File: src/rtl/stavka_c_driver.sv
// Command-side driver for the 4-bit data/control register: queues target values, issues one load per target
// and verifies the readback. Optional macro ROTATE_ENCODING_EN rotates the load encoding per issued command.
module stavka_c_driver #(
    parameter int FIFO_DEPTH = 4,
    parameter int ERR_W      = 8
) (
    input  logic             clk,
    input  logic             rst_n,
    input  logic             cmd_valid_i,
    input  logic [3:0]       cmd_data_i,
    output logic             cmd_ready_o,
    output logic [3:0]       drv_data_o,
    output logic [2:0]       drv_control_o,
    input  logic [3:0]       reg_q_i,
    output logic             busy_o,
    output logic             done_o,
    output logic             mismatch_o,
    output logic [ERR_W-1:0] err_count_o
);

    localparam int AW = $clog2(FIFO_DEPTH);

    localparam logic [1:0] S_IDLE  = 2'd0;
    localparam logic [1:0] S_ISSUE = 2'd1;
    localparam logic [1:0] S_CHECK = 2'd2;

    logic [3:0]       fifo_q [FIFO_DEPTH];
    logic [AW:0]      wr_ptr_q, rd_ptr_q;
    logic [1:0]       state_q, state_d;
    logic [3:0]       target_q;
    logic [3:0]       drv_data_q, drv_data_d;
    logic [2:0]       drv_ctrl_q, drv_ctrl_d;
    logic [ERR_W-1:0] err_q;

    logic       fifo_empty, fifo_full, push, pop;
    logic [3:0] head;
    logic [3:0] enc_data;
    logic [2:0] enc_ctrl;
    logic       check_fail;

    // The extra pointer bit distinguishes full from empty when the indices coincide.
    assign fifo_empty = (wr_ptr_q == rd_ptr_q);
    assign fifo_full  = (wr_ptr_q[AW] != rd_ptr_q[AW]) && (wr_ptr_q[AW-1:0] == rd_ptr_q[AW-1:0]);
    assign push       = cmd_valid_i && !fifo_full;
    assign pop        = !fifo_empty && ((state_q == S_IDLE) || (state_q == S_CHECK));
    assign head       = fifo_q[rd_ptr_q[AW-1:0]];
    assign check_fail = (state_q == S_CHECK) && (reg_q_i != target_q);

`ifdef ROTATE_ENCODING_EN
    logic [1:0] idx_q;

    always_comb begin
        enc_data = head;
        enc_ctrl = 3'b001;
        case (idx_q)
            2'd0: begin
                enc_data = head;
                enc_ctrl = 3'b001;
            end
            2'd1: begin
                enc_data = head - 4'd1;
                enc_ctrl = 3'b101;
            end
            default: begin
                // Odd targets need the +1 after doubling; even targets double cleanly.
                if (head[0]) begin
                    enc_data = (head - 4'd1) >> 1;
                    enc_ctrl = 3'b111;
                end else begin
                    enc_data = head >> 1;
                    enc_ctrl = 3'b011;
                end
            end
        endcase
    end

    always_ff @(posedge clk or negedge rst_n) begin
        if (!rst_n) begin
            idx_q <= 2'd0;
        end else if (pop) begin
            idx_q <= (idx_q == 2'd2) ? 2'd0 : idx_q + 2'd1;
        end
    end
`else
    assign enc_data = head;
    assign enc_ctrl = 3'b001;
`endif

    always_ff @(posedge clk) begin
        if (push) begin
            fifo_q[wr_ptr_q[AW-1:0]] <= cmd_data_i;
        end
    end

    always_comb begin
        state_d    = state_q;
        drv_data_d = drv_data_q;
        drv_ctrl_d = 3'b000;
        case (state_q)
            S_IDLE, S_CHECK: begin
                if (pop) begin
                    state_d    = S_ISSUE;
                    drv_data_d = enc_data;
                    drv_ctrl_d = enc_ctrl;
                end else begin
                    state_d = S_IDLE;
                end
            end
            S_ISSUE: state_d = S_CHECK;
            default: state_d = S_IDLE;
        endcase
    end

    always_ff @(posedge clk or negedge rst_n) begin
        if (!rst_n) begin
            wr_ptr_q   <= '0;
            rd_ptr_q   <= '0;
            state_q    <= S_IDLE;
            target_q   <= 4'd0;
            drv_data_q <= 4'd0;
            drv_ctrl_q <= 3'b000;
            err_q      <= '0;
        end else begin
            if (push) wr_ptr_q <= wr_ptr_q + 1'b1;
            if (pop) begin
                rd_ptr_q <= rd_ptr_q + 1'b1;
                target_q <= head;
            end
            state_q    <= state_d;
            drv_data_q <= drv_data_d;
            drv_ctrl_q <= drv_ctrl_d;
            if (check_fail && !(&err_q)) err_q <= err_q + 1'b1;
        end
    end

    assign cmd_ready_o   = !fifo_full;
    assign drv_data_o    = drv_data_q;
    assign drv_control_o = drv_ctrl_q;
    assign busy_o        = (state_q != S_IDLE) || !fifo_empty;
    assign done_o        = (state_q == S_CHECK);
    assign mismatch_o    = check_fail;
    assign err_count_o   = err_q;

endmodule
File: config.mk
export PLATFORM = sky130hd
export DESIGN_NAME = stavka_c_driver
export DESIGN_NICKNAME = d
export VERILOG_FILES = /design/src/rtl/stavka_c_driver.sv
export SDC_FILE = /design/constraint.sdc
export NUM_CORES = 1
export LEC_CHECK = 0
export CAP_MARGIN = 10
export CORE_ASPECT_RATIO = 1.5
export CORE_MARGIN = 3
export CORE_UTILIZATION = 49
export CTS_BUF_LIST = sky130_fd_sc_hd__clkbuf_8
export DETAILED_ROUTE_END_ITERATION = 12
export PLACE_DENSITY = 0.78
export REMOVE_ABC_BUFFERS = 1
export SLEW_MARGIN = 5
export SYNTH_ARGS = -nofsm -noshare
export SYNTH_HDL_FRONTEND = slang
export SYNTH_SLANG_ARGS = --single-unit
File: constraint.sdc
create_clock -name clk -period 1.6 [get_ports clk]
set_clock_uncertainty 0.05 [all_clocks]
set_input_delay 0.16 -clock clk [delete_from_list [all_inputs] [get_ports clk]]
set_output_delay 0.16 -clock clk [all_outputs]
set_load 0.05 [all_outputs]
# Word level (Yosys, flattened, before mapping)
# Memory sizes are Yosys's and may differ from the RTL's.
# Cells that the tools add are included.
word_totals:
  latch_bits: 0
  in_bits: 11
  mem_bits_ro: 0
  memories: 1
  ramBits: 16
  reg_bits: 27
op_classes:
  n_div: 0
  n_reduce_logical: 15
  eq_ne: 6
  n_shift: 0
  n_lt_le_gt_ge: 0
  n_mux: 6
  n_addsub: 3
  bitwise: 0
  n_mul: 0
mem_list:
  columns: ["memory", "words", "width", "rd", "rd_ports_with_merged_regs", "wr", "line_no", "rtl"]
  rows:
  - ["fifo_q", 4, 4, 1, 0, 1, "27", "logic [3:0] fifo_q [FIFO_DEPTH];"]
ops:
  columns: ["operator", "n"]
  rows:
  - ["adder 8 x 1 -> 8 bit (second input constant)", 1]
  - ["AND reduction 8 bit", 1]
  - ["adder 3 x 1 -> 3 bit (second input constant)", 2]
  - ["logical AND 1 bit", 5]
  - ["2-to-1 mux 1 bit", 5]
  - ["!= test 4 bit", 1]
  - ["case mux 2 bit (2 select lines)", 1]
  - ["== test 3 bit", 1]
  - ["logical NOT 1 bit", 3]
  - ["== test 2 x 1 -> 1 bit (second input constant)", 1]
  - ["== test 2 bit", 1]
  - ["== test 2 bit (second input constant)", 1]
  - ["logical NOT 2 bit", 1]
  - ["logical OR 1 bit", 2]
  - ["AND reduction 2 bit", 1]
  - ["nonzero test 2 bit", 1]
  - ["OR reduction 2 bit", 1]
  - ["!= test 1 bit", 1]

# Depth between registers and ports, before layout
# Gate-level depths: netlist of the first run.
logic_depth:
  depth_word: 6
  mapped_depth: 5
  depth_no_buf: 5

# Least setup slack after synthesis of the first run
# Ideal clock, no wire load.
synth_path:
  path_type: "register -> register"
  start: "reg drv_data_o[1] (netlist name)"
  end: "reg err_q[1], in the netlist err_count_o[1]"
  setup_ps: 125
  stages_incl_launch_ff: 5
  arrival_ps: 1769
  n_path_buf: 0
  path_slack_ps: -344
  cell_sequence: "dfrtp_1 xor2_1 o41ai_4 nor2_2 mux2_4"
synth_rtl:
  columns: ["element", "line_no", "rtl"]
  rows:
  - ["end signal, assigned", "132", "if (check_fail && !(&err_q)) err_q <= err_q + 1'b1;"]
  - ["end, declared", "33", "logic [ERR_W-1:0] err_q;"]

==> results of run 1 <==
## cell type report
cell class / count / area, um2
well taps: 40 / 50.0
clock inverters: 3 / 46.3
flip-flops and latches: 37 / 1010
fillers: 199 / 751
clock buffers: 5 / 68.8
repair buffers: 55 / 502
multi-input cells: 68 / 778
inverters: 4 / 15.0
## report_power, final
group / total, mW / switching, mW / internal (mW)
clock network: 0.808 / 0.342 / 0.466
registers: 1.63 / 0.279 / 1.35
logic: 3.54 / 1.81 / 1.73
total: 5.98 / 2.43 / 3.55
## cell families after synthesis
logic type,Yosys count
AND/OR/NAND/NOR,26
AO/OA/AOI/OAI,5
XOR/XNOR,18
buffers and inverters,7
adder cells (fa/ha/maj),6
other,1
multiplexers,11
flip-flops,37
## stage by stage
stage / std cells / cell area [um2] / setup slack [ns]
global route: 212 / 2470 / -0.243
finish: 212 / 2470 / -0.170
CTS: 207 / 2350 / -0.158
floorplan: 109 / 1680 / -0.344
detailed placement: 195 / 2110 / -0.303
global placement: 195 / 2110 / -0.305
## layer usage
layer | routed length (um) | track usage (%)
met5 | 0 | 0
met4 | 81 | 9.73
met3 | 144 | 4.74
met2 | 2040 | 30.7
met1 | 1280 | 20.3
## Yosys cell counts, drive strengths merged
| master | count | area share, % |
|---|---|---|
| dfrtp | 21 | 31 |
| edfxtp | 16 | 28 |
| xor2 | 13 | 6.7 |
| mux2 | 7 | 4.9 |
| ha | 6 | 4.4 |
| xnor2 | 5 | 3.5 |
| and2 | 4 | 1.5 |
| inv | 4 | 0.88 |
| mux4 | 4 | 5.3 |
| nand2 | 4 | 0.88 |
| nand3 | 4 | 1.2 |
| a31oi | 3 | 2.9 |
| buf | 3 | 1.2 |
| nor2 | 3 | 0.81 |
| nand4 | 2 | 0.74 |
| nor3 | 2 | 0.88 |
| nor4 | 2 | 0.74 |
| and2b | 1 | 0.44 |
| conb | 1 | 0.22 |
| nand2b | 1 | 0.37 |
| nor2b | 1 | 0.37 |
| nor3b | 1 | 0.44 |
| nor4b | 1 | 0.52 |
| o21ai | 1 | 0.29 |
| o41ai | 1 | 1.6 |
## flip-flops by register name (all words and copies together), names as in the netlist
name / count
state_q: 2
target_q: 2
drv_control_o: 1
wr_ptr_q: 3
drv_data_o: 2
rd_ptr_q: 3
fifo_q: 16
err_count_o: 8
## final timing paths
check / start / end / slack [ns]
worst max register to register: drv_data_o[0] / err_count_o[6] / -0.17
worst max-delay path: drv_data_o[0] / err_count_o[6] / -0.17
worst min register to register: state_q[1] / state_q[1] / 0.44
worst min-delay path: rst_n / err_count_o[4] / 0.17
min in group clk: state_q[1] / state_q[1] / 0.44
max in group asynchronous: rst_n / wr_ptr_q[2] / 1.09
## what timing repair did
action	CTS	global route
buffers inserted	4	5
pin swaps	7	6
endpoints found under the setup margin	12	33
gates resized for setup	19	16
## cell usage in the layout (no fill, tap or decap), types with 3 or more instances in the layout
cell type	synthesis	final
buf_4	2	36
dfrtp_1	21	17
edfxtp_1	16	16
clkdlybuf4s50_1	0	10
xor2_1	13	8
ha_1	6	6
xor2_2	0	5
clkbuf_8	0	5
buf_6	0	5
mux4_2	4	4
nand2_1	4	4
dfrtp_2	0	4
inv_1	4	3
and2_2	0	3
mux2_2	5	3
nand3_1	4	3
mux2_4	1	3
buf_12	0	3
## worst max-delay path, delay by kind of cell, from the launching register on
kind                      cells  cell delay, ns
DFF                           1            0.42
muxes                         1            0.31
buffers and inverters         2            0.31
and+or+nand+nor               1            0.06
AOI/OAI and AO/OA             1            0.31
xor gates and xnor gates      1            0.20
==> reports/metrics.csv, run 1 <==
stage,metric,value,unit
detailed_routing,drc_errors,0,
cts,cts_tree,yes,
power,powerDensity,2420,nW/um2
yosys,postSynthAreaPerCell,15.3,um2
cts,cts.sinks,37,
power,irDropWorstVdd,0.00133,V
cts,clock_latency,0.29,ns
timing,layout_min_cycle_time,1.77,ns
yosys,synth_cells,111,
timing,holdWs,0.171,ns
setup_path,reg2reg_depth,6,
floorplan,rows,25,
detailed_routing,ant_nets,0,
finish,area_growth,45.6,%
timing,tns,-0.733,ns
run_status,violations,negative setup slack,
cts,numCtsBuffers,5,
finish,nets,188,
power,p_leak,1.05,nW
yosys,synth.distinct_cells,32,
power,total_power,5.98,mW
cts,clockBufferDepth,2,
hold_path,hold_class,primary input to async pin,
setup_path,slowest_delay,0.42,ns
timing,setup_slack,-0.170,ns
setup_path,crit_fanout,7,
cts,h-tree-depth,2,
job,cap_violations,0,
floorplan,top_level_ports,30,
detailed_routing,drtPass1Iterations,4,
global_routing,grt_pass1_vias,1137,
yosys,synth_top_family_by_area,multiplexers,
timing,max_freq,565,MHz
yosys,synth_compound_area_share,4.79,%
global_routing,antenna_found_initial,0,
cts,cts_root_buf,clkbuf_8,
detailed_routing,vias,1084,
setup_path,cpMaxStageDelayCell,dfrtp_1,
yosys,synthMuxAreaShare,10.2,%
cts,holdBufCountCts,0,
global_routing,grt_max_degree,22,
yosys,ys_seq_area_share,59.3,%
setup_path,worstPathRequired,1.73,ns
setup_path,endpoint_kind,flip-flop,
floorplan,core_area,3220,um2
global_routing,grt_pass1_wl,5440,um
cts,clk_pin_slew_worst_paths,0.07,ns
yosys,yosys_warnings,0,
placed_design,gp_congestion,0.693,
floorplan,die_w,54.0,um
placed_design,portBuffers,27,
yosys,synth-simple-area-share,8.85,%
yosys,synth_xor_area_share,10.2,%
detailed_routing,drt-initial-drc-count,11,
placed_design,dp_hpwl,2350,um
finish,diodes,0,
detailed_routing,wl,3550,um
timing,slew_violations,0,
timing,fin_crit_sh,111,%
floorplan,initial_utilization,52.7,%
yosys,syn-cell-area,1700,um2
timing,grt_setup_unrepaired,yes,
global_routing,grt_use_total,18.3,%
timing,hold_viol_final,0,
finish,drive_above_1_share,52.9,%
setup_path,arrival,1.90,ns
setup_path,critPathLaunchType,flip-flop,
run_status,status,"complete, but fails checks",
global_routing,overflow,0,
setup_path,crit_chain,xor2_2 -> o41ai_4 -> buf_4 -> buf_6 -> nor3_2 -> mux2_1,
yosys,ys_ff_latch,37,
setup_path,path_class,flip-flop to flip-flop,
detailed_routing,via_per_inst,5.11,
floorplan,dieArea,4220,um2
yosys,synth_fa_ha_area_share,4.42,%
floorplan,die_h,78.1,um
timing,setup_viol,10,
finish,final_core_util,76.7,%
detailed_routing,wl_per_cell,16.8,um
(Power assumes the default switching activity.)
==> run 2: changes to the inputs <==
--- a/config.mk
+++ b/config.mk
@@ -8,10 +8,9 @@
 export CAP_MARGIN = 10
 export CORE_ASPECT_RATIO = 1.5
 export CORE_MARGIN = 3
-export CORE_UTILIZATION = 49
+export CORE_UTILIZATION = 30
 export CTS_BUF_LIST = sky130_fd_sc_hd__clkbuf_8
 export DETAILED_ROUTE_END_ITERATION = 12
-export PLACE_DENSITY = 0.78
 export REMOVE_ABC_BUFFERS = 1
 export SLEW_MARGIN = 5
 export SYNTH_ARGS = -nofsm -noshare
==> run 2 against run 1 <==
Compared with the run above:
- highest routed layer unchanged
- count of clock-buffer cells in the layout unchanged
- first-iteration DRC count grew to 3.1 times the previous value
- sequential share of layout area fell by 0.61 points
- global-route usage is 7.2 points lower
- total power about the same
- wire length down 4.1%
- the flow still finishes with violations (negative setup slack)
==> reports/metrics.csv, run 2 (synthesized netlist as in run 1, its figures left out) <==
stage,metric,value,unit,change
run_status,status,"complete, but fails checks",,
detailed_routing,drc_errors,0,,unchanged
timing,hold_viol_final,0,,unchanged
floorplan,rows,32,,+28%
timing,tns,-0.563,ns,+0.170 ns
power,irDropWorstVdd,0.00135,V,+1.3%
floorplan,die_w,67.4,um,+25%
setup_path,arrival,1.86,ns,-0.04 ns
cts,h-tree-depth,2,,unchanged
setup_path,endpoint_kind,flip-flop,,
global_routing,grt_pass1_wl,5410,um,-0.64%
timing,layout_min_cycle_time,1.74,ns,-0.0326 ns
power,powerDensity,2380,nW/um2,-1.6%
cts,clock_latency,0.28,ns,about the same
timing,holdWs,0.184,ns,+0.0132 ns
detailed_routing,wl_per_cell,14.3,um,-15%
finish,final_cell_mix,"buf_4, dfrtp_1, edfxtp_1",,
global_routing,grt_max_degree,22,,unchanged
finish,nets,186,,-1.1%
power,p_leak,1.05,nW,+0.24%
run_status,violations,negative setup slack,,
timing,grt_setup_unrepaired,yes,,
setup_path,path_class,flip-flop to flip-flop,,
setup_path,crit_chain,xor2_2 -> o41ai_4 -> buf_4 -> buf_6 -> nor2_2 -> mux2_4,,
detailed_routing,vias,1086,,+0.18%
cts,numCtsBuffers,5,,unchanged
finish,area_growth,47.9,%,
global_routing,grt_use_total,11.1,%,-7.2 points
setup_path,critPathLaunchType,flip-flop,,
setup_path,crit_fanout,7,,unchanged
cts,cts_root_buf,clkbuf_8,,
detailed_routing,ant_nets,0,,unchanged
global_routing,overflow,0,,unchanged
detailed_routing,drt-initial-drc-count,34,,+23
timing,setup_slack,-0.137,ns,+0.0326 ns
global_routing,antenna_found_initial,0,,unchanged
detailed_routing,wl,3410,um,-4.1%
timing,max_freq,576,MHz,+1.9%
finish,drive_above_1_share,52.4,%,-0.55 points
setup_path,worstPathRequired,1.72,ns,about the same
cts,clk_pin_slew_worst_paths,0.07,ns,about the same
floorplan,initial_utilization,31.9,%,-21 points
placed_design,gp_congestion,0.725,,+4.6%
detailed_routing,drtPass1Iterations,4,,unchanged
timing,setup_viol,7,,-3
job,cap_violations,0,,unchanged
global_routing,grt_pass1_vias,1130,,-0.62%
floorplan,die_h,98.1,um,+26%
timing,fin_crit_sh,109,%,-2.0 points
setup_path,slowest_delay,0.41,ns,about the same
finish,largest_reg_flops,16,,unchanged
finish,layout_commonest_cell,buf_4,,
floorplan,dieArea,6610,um2,+57%
placed_design,portBuffers,27,,unchanged
finish,final_core_util,47.1,%,-30 points
cts,cts_tree,yes,,
finish,diodes,0,,unchanged
floorplan,top_level_ports,30,,unchanged
cts,clockBufferDepth,2,,unchanged
hold_path,hold_class,primary input to async pin,,
cts,cts.sinks,37,,unchanged
detailed_routing,via_per_inst,4.56,,-11%
setup_path,cpMaxStageDelayCell,dfrtp_1,,
timing,slew_violations,0,,unchanged
placed_design,dp_hpwl,2370,um,+0.74%
placed_design,pre_cts_slack,-0.262,ns,+0.0414 ns
floorplan,core_area,5330,um2,+65%
==> run 2: cell types whose count changed in the layout (fill, tap and decap cells not counted), sizes merged <==
cell,previous run,this run
buf,45,43
bufinv,1,0
clkinv,1,2
clkinvlp,1,0
inv,4,5
==> run 2: final timing paths <==
path	startpoint	end	slack (ns)	cells after the start
setup / recovery	target_q[2]	err_count_o[1]	-0.14	6
hold / removal	rst_n	err_count_o[4]	0.18	2
setup reg to reg	target_q[2]	err_count_o[1]	-0.14	6
hold reg to reg	state_q[1]	state_q[1]	0.41	1
max in group asynchronous	rst_n	wr_ptr_q[1]	1.08	2
min in group clk	state_q[1]	state_q[1]	0.41	1
==> run 2: stage by stage <==
stage | area (um2) | power, mW | instances
3_3_place_gp | 2150 | 4.32 | 223
3_5_place_dp | 2150 | 4.40 | 223
4_1_cts | 2370 | 5.56 | 236
2_1_floorplan | 1680 | 3.38 | 109
5_1_grt | 2510 | 6.32 | 238
6_report | 2510 | 5.97 | 238
==> run 2: layout make-up <==
| cell class | count | area [um2] |
|---|---|---|
| Clock buffer | 5 | 68.8 |
| Clock inverter | 3 | 13.8 |
| Fill cell | 483 | 2820 |
| Inverter | 4 | 15.0 |
| Multi-Input combinational cell | 68 | 812 |
| Sequential cell | 37 | 1010 |
| Tap cell | 68 | 85.1 |
| Timing Repair Buffer | 53 | 503 |
==> run 2: what timing repair did <==
item	in CTS	in global routing
endpoints found under the hold margin	0	0
buffers inserted	5	2
hold buffers	0	0
endpoints found under the setup margin	8	33
gates cloned	0	0
resized for setup	19	25
pin swaps	7	9
==> run 2: report_power, final <==
part	total, mW	switching, mW	internal [mW]
Sequential	1.65	0.300	1.35
Combinational	3.72	1.82	1.90
Clock	0.605	0.310	0.295
Total	5.97	2.43	3.54
==> run 2: metal layers <==
layer | part of all wire, % | wire (um) | global-route usage, % | vias to the layer above
met5 | 0 | 0 | 0 | -
met4 | 1.6 | 55 | 3.75 | 0
met3 | 6.0 | 205 | 3.80 | 5
met2 | 54 | 1850 | 18.4 | 34
met1 | 38 | 1290 | 13.0 | 539
li1 | - | - | - | 508
==> run 2: worst max-delay path, delay by kind of cell (launching register included) <==
kind                      cells  cell delay (ns)
DFF                           1             0.41
AOI/OAI and AO/OA             1             0.34
buffers and inverters         2             0.31
muxes                         1             0.30
xor gates and xnor gates      1             0.17
and+or+nand+nor               1             0.06
==> run 3: changes to the inputs <==
--- a/config.mk
+++ b/config.mk
@@ -5,7 +5,6 @@
 export SDC_FILE = /design/constraint.sdc
 export NUM_CORES = 1
 export LEC_CHECK = 0
-export CAP_MARGIN = 10
 export CORE_ASPECT_RATIO = 1.5
 export CORE_MARGIN = 3
 export CORE_UTILIZATION = 30
==> results of run 3 <==
Same layout as run 2: the final DEF is identical, and so are final timing and power.
